<file path="config.mk">
export PLATFORM = sky130hd
export DESIGN_NAME = bram_port_arbiter
export DESIGN_NICKNAME = d
export VERILOG_FILES = /design/src/rtl/bram_port_arbiter.sv
export SDC_FILE = /design/constraint.sdc
export NUM_CORES = 1
export LEC_CHECK = 0
export CORE_MARGIN = 3
export CORE_UTILIZATION = 24
export DETAILED_ROUTE_END_ITERATION = 10
export PLACE_DENSITY = 0.91
export SETUP_SLACK_MARGIN = 0.02
export SLEW_MARGIN = 20
export SYNTH_ARGS = -nofsm -noshare
export SYNTH_HDL_FRONTEND = slang
export SYNTH_SLANG_ARGS = --single-unit
export TNS_END_PERCENT = 20
</file>
<file path="constraint.sdc">
create_clock -name clk_i -period 1.6 [get_ports clk_i]
set_input_delay 0.16 -clock clk_i [delete_from_list [all_inputs] [get_ports clk_i]]
set_output_delay 0.16 -clock clk_i [all_outputs]
set_load 0.05 [all_outputs]
</file>
<file path="src/rtl/bram_port_arbiter.sv">
// Arbitrates NumReq requesters onto one single-port BRAM with a 1-cycle registered read.
// Round-robin arbitration with an optional per-transfer lock that keeps the grant on the
// current owner. A read response comes back one cycle after the accepted read. An address
// at or beyond Depth is never written. A read at such an address returns an error response.
module bram_port_arbiter #(
    parameter int unsigned  DataWidth = 8,
    parameter int unsigned  Depth     = 1024,
    parameter int unsigned  NumReq    = 2,
    localparam int unsigned AW        = $clog2(Depth + 1),
    localparam int unsigned PtrW      = $clog2(NumReq)
) (
    input  logic                        clk_i,
    input  logic                        rst_ni,
    input  logic [NumReq-1:0]           req_valid_i,
    output logic [NumReq-1:0]           req_ready_o,
    input  logic [NumReq-1:0]           req_we_i,
    input  logic [NumReq-1:0]           req_lock_i,
    input  logic [NumReq*AW-1:0]        req_addr_i,
    input  logic [NumReq*DataWidth-1:0] req_data_i,
    output logic [NumReq-1:0]           resp_valid_o,
    output logic                        resp_err_o,
    output logic [DataWidth-1:0]        resp_data_o,
    output logic                        mem_write_en_o,
    output logic [AW-1:0]               mem_addr_o,
    output logic [DataWidth-1:0]        mem_data_o,
    input  logic [DataWidth-1:0]        mem_data_i
);

    // Arbitration state
    logic [PtrW-1:0]   r_ptr;
    logic              r_lock_vld;
    logic [PtrW-1:0]   r_lock_own;
    // Pending read response
    logic [NumReq-1:0] r_resp_vld;
    logic              r_resp_err;

    logic [NumReq-1:0]    w_grant;
    logic [PtrW-1:0]      w_gidx;
    logic                 w_xfer;
    logic [PtrW:0]        w_sum;
    logic [PtrW-1:0]      w_idx;
    logic [AW-1:0]        w_addr;
    logic [DataWidth-1:0] w_wdata;
    logic                 w_we;
    logic                 w_lock;
    logic                 w_oob;

    logic [PtrW-1:0]      w_ptr_nxt;
    logic                 w_lock_vld_nxt;
    logic [PtrW-1:0]      w_lock_own_nxt;
    logic [NumReq-1:0]    w_resp_vld_nxt;
    logic                 w_resp_err_nxt;

    // Grant select: a valid lock owner wins, otherwise first valid index from the pointer
    always_comb begin
        w_grant = '0;
        w_gidx  = '0;
        w_xfer  = 1'b0;
        w_sum   = '0;
        w_idx   = '0;
        if (r_lock_vld && req_valid_i[r_lock_own]) begin
            w_gidx = r_lock_own;
            w_xfer = 1'b1;
        end else begin
            for (int i = 0; i < NumReq; i++) begin
                w_sum = {1'b0, r_ptr} + (PtrW+1)'(i);
                if (w_sum >= (PtrW+1)'(NumReq)) begin
                    w_sum = w_sum - (PtrW+1)'(NumReq);
                end
                w_idx = w_sum[PtrW-1:0];
                if (!w_xfer && req_valid_i[w_idx]) begin
                    w_gidx = w_idx;
                    w_xfer = 1'b1;
                end
            end
        end
        if (w_xfer) begin
            w_grant[w_gidx] = 1'b1;
        end
    end

    // Mux the granted requester's command; everything stays zero when idle
    always_comb begin
        w_addr  = '0;
        w_wdata = '0;
        for (int k = 0; k < NumReq; k++) begin
            if (w_grant[k]) begin
                w_addr  = req_addr_i[k*AW +: AW];
                w_wdata = req_data_i[k*DataWidth +: DataWidth];
            end
        end
    end

    assign w_we   = |(w_grant & req_we_i);
    assign w_lock = |(w_grant & req_lock_i);
    assign w_oob  = (w_addr >= AW'(Depth));

    assign req_ready_o    = w_grant;
    assign mem_addr_o     = w_addr;
    assign mem_data_o     = w_wdata;
    // Gated by rst_ni so nothing is written while reset is held
    assign mem_write_en_o = rst_ni & w_xfer & w_we & ~w_oob;

    // Next pointer/lock: unlocked transfers advance past the winner; locked ones pin it
    always_comb begin
        w_ptr_nxt      = r_ptr;
        w_lock_vld_nxt = r_lock_vld;
        w_lock_own_nxt = r_lock_own;
        if (w_xfer) begin
            if (w_lock) begin
                w_lock_vld_nxt = 1'b1;
                w_lock_own_nxt = w_gidx;
            end else begin
                w_lock_vld_nxt = 1'b0;
                w_ptr_nxt      = (w_gidx == PtrW'(NumReq - 1)) ? '0 : w_gidx + 1'b1;
            end
        end else if (r_lock_vld && !req_valid_i[r_lock_own]) begin
            w_lock_vld_nxt = 1'b0;
        end
    end

    // Reads schedule a response for the next cycle; writes never respond
    always_comb begin
        w_resp_vld_nxt = '0;
        w_resp_err_nxt = 1'b0;
        if (w_xfer && !w_we) begin
            w_resp_vld_nxt = w_grant;
            w_resp_err_nxt = w_oob;
        end
    end

    // State registers with asynchronous reset
    always_ff @(posedge clk_i or negedge rst_ni) begin
        if (!rst_ni) begin
            r_ptr      <= '0;
            r_lock_vld <= 1'b0;
            r_lock_own <= '0;
            r_resp_vld <= '0;
            r_resp_err <= 1'b0;
        end else begin
            r_ptr      <= w_ptr_nxt;
            r_lock_vld <= w_lock_vld_nxt;
            r_lock_own <= w_lock_own_nxt;
            r_resp_vld <= w_resp_vld_nxt;
            r_resp_err <= w_resp_err_nxt;
        end
    end

    assign resp_valid_o = r_resp_vld;
    assign resp_err_o   = r_resp_err;
    // BRAM data passes through only for a good response; error or idle reads as zero
    assign resp_data_o  = (|r_resp_vld && !r_resp_err) ? mem_data_i : '0;

endmodule

</file>
; ---- Word-level counts from Yosys, hierarchy flattened
; Index checks and enable logic that the tools add are counted.
; W data, S select, Z words.
[totals]
regBits = 6
output_inout_bits = 33
in_bits = 54
word_cells = 71
[classes]
order_cmp = 8
muxes = 31
bitwise = 7
reduce_logical = 16
n_addsub = 4
[op_table]
columns = op, n
row1 = $mux W8, 3
row2 = $mux W1, 23
row3 = $mux W11, 2
row4 = $ge A11 B11 Y1 const B, 1
row5 = $lt A1 B2 Y1 const B, 4
row6 = $logic_and A1 B1 Y1, 6
row7 = $reduce_or A2 Y1, 3
row8 = $and A2 B2 Y2, 2
row9 = $logic_not A1 Y1, 4
row10 = $mux W2, 2
row11 = $reduce_and A2 Y1, 2
row12 = $and A1 B1 Y1, 3
row13 = $add A1 B1 Y2 const B, 1
row14 = $ge A1 B2 Y1 const B, 1
row15 = $ge A2 B2 Y1 const B, 1
row16 = $not A1 Y1, 2
row17 = $reduce_bool A2 Y1, 1
row18 = $sub A1 B1 Y1 const B, 2
row19 = $add A1 B1 Y1 const B, 1
row20 = $demux W1 S1, 1
row21 = $ge A1 B1 Y1 const B, 1

; ---- Depth between registers and ports, before layout
; Gate-level depths: netlist (run 1).
[depth]
depth_word = 22
ltp_mapped = 5
mapped_depth_nobuf = 4

; ---- Worst setup path before layout (run 1)
; Ideal clock, no wire load.
[synth_timing]
kind = reg2out
from = register r_lock_vld
to = output mem_addr_o[10]
required_ns = 1.440
n_path_buf = 1
stages_incl_launch_ff = 6
arrival_time_ns = 1.549
slack_ns = -0.109
path_cell_list = dfrtp_1 -> mux2i_4 -> o21ai_4 -> inv_2 -> buf_6 -> a22o_1
[synth_between]
elab_chain_len = 9
elab_cells_between_ends = 11
classes_between = order compare (2) / mux (7) / reduce/logical (2)
[synth_lines]
columns = element, line
row1 = start: declaration, 31  ; logic r_lock_vld;
row2 = start signal: assignment, 142  ; r_lock_vld <= w_lock_vld_nxt;
row3 = $logic_and A1 B1 Y1 (*), 61  ; if (r_lock_vld && req_valid_i[r_lock_own]) begin
row4 = $mux W1, 61
row5 = $lt A1 B2 Y1 (not written as such) / $ge A1 B1 Y1 (equally long branches), 78  ; w_grant[w_gidx] = 1'b1;
row6 = $logic_and A1 B1 Y1 (not written as such), 78
row7 = $mux W1 (not written as such), 78
row8 = $demux W1 S1, 78
row9 = $mux W2 (*), 77  ; if (w_xfer) begin
row10 = net req_ready_o[0], 15  ; output logic [NumReq-1:0] req_ready_o,
row11 = $mux W11 (*) (2 in series), 87  ; if (w_grant[k]) begin
row12 = end: declaration, 24  ; output logic [AW-1:0] mem_addr_o,
; The timed path passes the listed nets; every way through them passes the cells marked *.

; ---- Final worst setup path (run 1)
[layout_timing]
from = register r_lock_vld
to = output mem_data_o[1]
[layout_between]
elab_chain_len = 9
elab_cells_between_ends = 11
classes_between = order compare (2) / mux (7) / reduce/logical (2)
[layout_lines]
columns = element, line
row1 = $logic_and A1 B1 Y1 (*), 61
row2 = $mux W1, 61
row3 = $lt A1 B2 Y1 (not written as such) / $ge A1 B1 Y1 (equally long branches), 78
row4 = $logic_and A1 B1 Y1 (not written as such), 78
row5 = $mux W1 (not written as such), 78
row6 = $demux W1 S1, 78
row7 = $mux W2 (*), 77
row8 = $mux W8, 87
row9 = $mux W8 (*), 87
row10 = end: declaration, 25  ; output logic [DataWidth-1:0] mem_data_o,
; Every way passes the cells marked *; elsewhere a longest branch is shown, timed or not.

==> flow_summary_export.csv, run 1 <==
group,metric,value,unit
routing,drtIter0Drc,20,
die,die_h,57.21,µm
timing,period_minus_slack,1.904,ns
synthesis,synth_edf_count,0,
flow_run,drv_cap,0,
routing,num_vias,949,
clocking,hold_buffers,0,
die,start_util,26.90,%
placed_design,portBuffers,86,
timing,fin_crit_sh,119.0,%
synthesis,yosysMostFrequentCell,"a22o_1",
routing,wl_per_cell,18.26,µm
final_layout,final_nets,217,
clocking,cts-root-buf,"clkbuf_4",
synthesis,synth.area.top_cells,"a22o_1, dfrtp_1, and2_1",
die,num_rows,17,
final_layout,drive_gt1_share,36.65,%
timing,relSlewSlack,79.60,%
setup_path,cp.required,1.44,ns
power_and_ir_drop,ir_drop,555.9,µV
synthesis,async_reset_ff_share,100.0,%
timing,finClkSkew,0.001650,ns
global_route,grt_pass1_wl,5299,µm
die,die_x,57.21,µm
final_layout,syn_to_final_growth,204.2,%
setup_path,r2r_end,"resp_err_o",
timing,worstMarginPinSlew,0.2996,ns
synthesis,yosysTopAreaCellShare,29.22,%
clocking,cts_sinks,6,
clocking,cts_tree,"built",
placed_design,dp.cells,186,
worst_hold_path,hold_class,"primary input to asynchronous set/reset pin",
die,die-area,3273,µm²
synthesis,ys_seq_area_share,23.86,%
timing,holdWs,0.2257,ns
timing,rsz0062_at_grt,"true",
global_route,grt_usage,21.10,%
synthesis,synth_cell_types,22,
setup_path,timing_worst_setup_path_type,"flop to output pin",
timing,slew_violations,0,
placed_design,hpwl,3050,µm
setup_path,worstReg2RegStart,"r_lock_vld",
setup_path,worst-path-max-fanout,21,
clocking,clkSlewWorstSetupHoldPaths,0.05,ns
die,ioPinCount,87,
placed_design,routabilityCongestion,0.8482,
timing,timing.final.ws_setup,-0.3038,ns
status,violations,"negative setup slack",
timing,setup_violations,22,
power_and_ir_drop,p_leak,0.8245,nW
routing,wirelength,3451,µm
routing,vias_per_cell,5.021,
synthesis,yosys_warnings,0,
setup_path,cp-end-kind,"output pin",
synthesis,synthFlopType,"dfrtp_1",
synthesis,syn_area_per_cell,9.682,µm²
routing,route.detailed.drc,0,
setup_path,r2r_slack,0.02,ns
global_route,first_global_vias,1092,
die,core-area,2340,µm²
synthesis,synth_seq_cells,6,
clocking,clockBufferDepth,2,
status,outcome,"finished, violations left",
timing,finalHoldViolations,0,
final_layout,diodes,0,
power_and_ir_drop,powerDensity,817.5,nW/µm²
global_route,grt_overflow,0,
synthesis,syn_area,629.4,µm²
global_route,antenna_found_initial,0,
clocking,cts_buffers,3,
synthesis,yosysTopAreaCell,"a22o_1",
global_route,grt_max_degree,23,
routing,ant_nets,0,
setup_path,crit_arrival,1.74,ns
synthesis,synth_nets,119,
setup_path,r2r_cells,5,
timing,max_freq,525.3,MHz
setup_path,crit_path_start_kind,"flop",
routing,drt_pre_antenna_iters,4,
final_layout,final_cells,189,
placed_design,post-place-ws,-0.1711,ns
clocking,clock_latency,0.25,ns
final_layout,fillers,137,
synthesis,syn_inst,65,
clocking,htree_levels,1,
synthesis,synth_common_cells,"a22o_1, and2_1, dfrtp_1",
-- placed cells by master, fill, tap and decap left out, types with 2 or more instances in the layout --
cell             synthesis  layout
and2_1                   9       9
buf_4                    0      12
nor2b_1                  2       2
clkdlybuf4s50_1          0      53
nor2_1                   3       2
clkbuf_4                 0       3
dfrtp_1                  6       6
a22o_1                  21      18
inv_1                    3       3
buf_12                   0      31
a22o_2                   0       3
-- flip-flops by register name, indices dropped and copies added, names as in the netlist --
name	count
resp_valid_o	2
r_lock_own	1
r_lock_vld	1
r_ptr	1
resp_err_o	1
-- layout make-up --
class | count | area [µm²] | share of cell area [%]
inverter | 4 | 20.02 | 1.046
multi-input combinational | 51 | 434.2 | 22.68
clock buffer | 3 | 22.52 | 1.176
timing repair buffer | 97 | 1252 | 65.42
tap | 28 | 35.03 | 1.830
sequential | 6 | 150.1 | 7.843
-- what timing repair did --
item / in CTS / in global routing
pin swaps: 3 / 1
buffers inserted: 0 / 0
endpoints found under the setup margin: 22 / 33
resized for setup: 5 / 1
-- metrics by stage --
step	setup TNS (ns)	area, µm²	total power (W)	utilization [%]
final	-5.974	1914	0.001565	81.82
after global routing	-7.367	1914	0.001624	81.82
after CTS	-6.215	1912	0.001571	81.71
after detailed placement	-2.959	1872	0.001414	80.00
after global placement	-1.310	1872	0.001382	80.00
after floorplan	-0.8166	633.1	0.0007703	-
-- worst max-delay path: stages (launching register included) --
cell	delay, ns
dfrtp_1	0.41
mux2i_4	0.37
a21oi_4	0.11
buf_12	0.17
a22o_1	0.28
buf_12	0.16
-- worst max-delay path by stage --
stage,slack [ns],from,end
5_1_grt,-0.36,r_lock_vld,mem_addr_o[5]
2_1_floorplan,-0.11,r_lock_vld,mem_addr_o[6]
4_1_cts,-0.31,r_lock_vld,mem_addr_o[3]
3_3_place_gp,-0.07,req_valid_i[1],mem_addr_o[0]
6_report,-0.30,r_lock_vld,mem_data_o[1]
3_5_place_dp,-0.17,req_valid_i[1],mem_data_o[1]
-- metal layers --
| metal | share of wire (%) | track usage, % | wire, µm |
|---|---|---|---|
| met1 | 32 | 19.57 | 1098 |
| met2 | 57 | 42.90 | 1963 |
| met3 | 9.1 | 6.335 | 314 |
| met4 | 2.2 | 6.623 | 75 |
| met5 | 0 | 0 | 0 |
-- cells by family after synthesis --
logic type             Yosys count  share of synthesized area (%)
DFF                              6                          23.86
muxes                            3                          6.958
AOI/OAI and AO/OA               31                          44.14
buffers and inverters            8                          9.542
and+or+nand+nor                 17                          15.51
-- power by group --
part | switching (W) | internal (W) | total, W
clock network | 0.0000570 | 0.0000850 | 0.000142
registers | 0.0000253 | 0.000174 | 0.000199
logic | 0.000609 | 0.000615 | 0.00122
No activity file was read; power rests on OpenSTA's default activity.
==> run 2, diff against run 1 <==
--- a/config.mk
+++ b/config.mk
@@ -6,10 +6,10 @@
 export NUM_CORES = 1
 export LEC_CHECK = 0
 export CORE_MARGIN = 3
-export CORE_UTILIZATION = 24
+export CORE_UTILIZATION = 25
+export CTS_BUF_LIST = sky130_fd_sc_hd__clkbuf_8
 export DETAILED_ROUTE_END_ITERATION = 10
-export PLACE_DENSITY = 0.91
-export SETUP_SLACK_MARGIN = 0.02
+export PLACE_DENSITY = 0.94
 export SLEW_MARGIN = 20
 export SYNTH_ARGS = -nofsm -noshare
 export SYNTH_HDL_FRONTEND = slang
==> flow_summary_export.csv, run 2 (synthesized netlist as in run 1, its figures left out) <==
group,metric,value,unit
timing,slew_violations,0,
power_and_ir_drop,pwr-share-comb,75.1,%
final_layout,fin_util,85.78,%
placed_design,routabilityCongestion,0.8956,
timing,max_freq,541.3,MHz
timing,fin_crit_sh,115.5,%
routing,ant_nets,0,
die,die_x,56.18,µm
power_and_ir_drop,p_total,0.001690,W
die,start_util,27.40,%
timing,setup_violations,22,
global_route,grt_max_degree,23,
final_layout,syn_to_final_growth,213.1,%
clocking,hold_buffers,0,
clocking,cts_buffers,3,
timing,finalHoldViolations,0,
placed_design,hpwl,2941,µm
die,core-area,2297,µm²
clocking,clkSlewWorstSetupHoldPaths,0.04,ns
die,num_rows,17,
timing,timing.final.ws_setup,-0.2475,ns
clocking,htree_levels,1,
routing,route.detailed.drc,0,
placed_design,portBuffers,86,
routing,drtIter0Drc,36,
power_and_ir_drop,ir_drop,561.8,µV
routing,vias_per_cell,5.226,
global_route,grt_usage,23.55,%
setup_path,timing_worst_setup_path_type,"flop to output pin",
setup_path,cp-end-kind,"output pin",
clocking,clock_latency,0.22,ns
power_and_ir_drop,internal_power,0.0009838,W
die,die_h,56.18,µm
final_layout,largest_reg_flops,2,
setup_path,r2r_cells,5,
setup_path,worst-path-max-fanout,4,
timing,period_minus_slack,1.848,ns
clocking,cts_tree,"built",
routing,met3WireLength,183,µm
final_layout,final_nets,218,
final_layout,final_cell_mix,"clkdlybuf4s50_1, buf_12, a22o_1, buf_4, and2_1",
clocking,clockBufferDepth,2,
routing,num_vias,993,
routing,drt_pre_antenna_iters,4,
status,outcome,"finished, violations left",
setup_path,crit_path_start_kind,"flop",
placed_design,post-place-ws,-0.1062,ns
routing,wl_met1,1181,µm
global_route,grt_pass1_wl,5685,µm
clocking,cts_sinks,6,
timing,finClkSkew,0.0003387,ns
clocking,cts-root-buf,"clkbuf_8",
power_and_ir_drop,p_leak,0.8513,nW
routing,top_layer,"met4",
worst_hold_path,hold_class,"primary input to asynchronous set/reset pin",
timing,rsz0062_at_grt,"true",
final_layout,post-route-cell-area,1971,µm²
power_and_ir_drop,power.switching,0.0007062,W
routing,dr_wl_met2,2260,µm
global_route,first_global_vias,1089,
setup_path,crit_arrival,1.69,ns
placed_design,placed_cell_area,1864,µm²
final_layout,final_common_cell,"clkdlybuf4s50_1",
setup_path,cp.required,1.44,ns
routing,wl_per_cell,19.36,µm
final_layout,drive_gt1_share,36.42,%
routing,wirelength,3679,µm
status,violations,"negative setup slack",
global_route,antenna_found_initial,0,
die,die-area,3156,µm²
global_route,grt_overflow,0,
die,ioPinCount,87,
flow_run,drv_cap,0,
final_layout,diodes,0,
power_and_ir_drop,switching_share,41.79,%
timing,worstMarginPinSlew,0.3541,ns
power_and_ir_drop,p_seq_share,11.7,%
timing,relSlewSlack,76.31,%
power_and_ir_drop,pwr-share-clk,13.1,%
power_and_ir_drop,powerDensity,857.6,nW/µm²
run 2: layout make-up:
cell class | instances | area, µm²
clock buffers | 3 | 41.29
fillers | 115 | 326.6
inverters | 4 | 20.02
multi-input cells | 51 | 436.7
flip-flops and latches | 6 | 150.1
well taps | 28 | 35.03
repair buffers | 98 | 1287
run 2: worst paths after layout:
kind                       slack, ns  startpoint         endpoint
max                            -0.25  r_lock_vld   mem_write_en_o
min                             0.31      rst_ni       resp_err_o
max reg2reg                     0.20  r_lock_vld       resp_err_o
min reg2reg                     0.59  r_lock_own       r_lock_own
max in group asynchronous       1.17      rst_ni  resp_valid_o[0]
min in group clk_i              0.59  r_lock_own       r_lock_own
run 2: repair_timing:
item | in CTS | in global routing
setup endpoints to repair | 22 | 22
endpoints found under the hold margin | 0 | 0
gates resized for setup | 8 | 0
pin swaps | 4 | 1
setup buffers | 1 | 0
gates cloned | 1 | 0
run 2: per-stage QoR:
stage | cells | hold WS, ns | TNS, ns
final | 190 | 0.3140 | -4.544
after detailed placement | 185 | 0.4868 | -1.804
after global placement | 185 | 0.4835 | -0.8837
after CTS | 190 | 0.2726 | -4.640
after global routing | 190 | 0.3179 | -5.736
after floorplan | 65 | -0.1356 | -0.8166
run 2: worst max-delay path: stages, from the launching register on:
cell	delay, ns
dfrtp_1	0.41
mux2i_4	0.22
buf_6	0.14
buf_6	0.12
a211oi_2	0.19
o2111a_1	0.25
buf_12	0.15
run 2: power groups by stage:
stage                     sequential (W)  combinational, W  clock (W)
after global placement          0.000196           0.00118          0
final                           0.000198           0.00127   0.000222
after CTS                       0.000197           0.00127   0.000231
after global routing            0.000202           0.00131   0.000243
after floorplan                 0.000218          0.000553          0
after detailed placement        0.000198           0.00121          0
run 2: layer usage:
layer	track usage, %	vias to the layer above
met5	0	-
met4	8.475	0
met2	50.42	62
li1	-	448
met1	21.91	477
met3	2.320	6
==> run 3, diff against run 2 <==
--- a/config.mk
+++ b/config.mk
@@ -8,7 +8,9 @@
 export CORE_MARGIN = 3
 export CORE_UTILIZATION = 25
 export CTS_BUF_LIST = sky130_fd_sc_hd__clkbuf_8
+export CTS_CLUSTER_SIZE = 25
 export DETAILED_ROUTE_END_ITERATION = 10
+export GPL_TIMING_DRIVEN = 1
 export PLACE_DENSITY = 0.94
 export SLEW_MARGIN = 20
 export SYNTH_ARGS = -nofsm -noshare
==> results of run 3 <==
No change in the layout: final DEF, timing and power equal those of run 2.
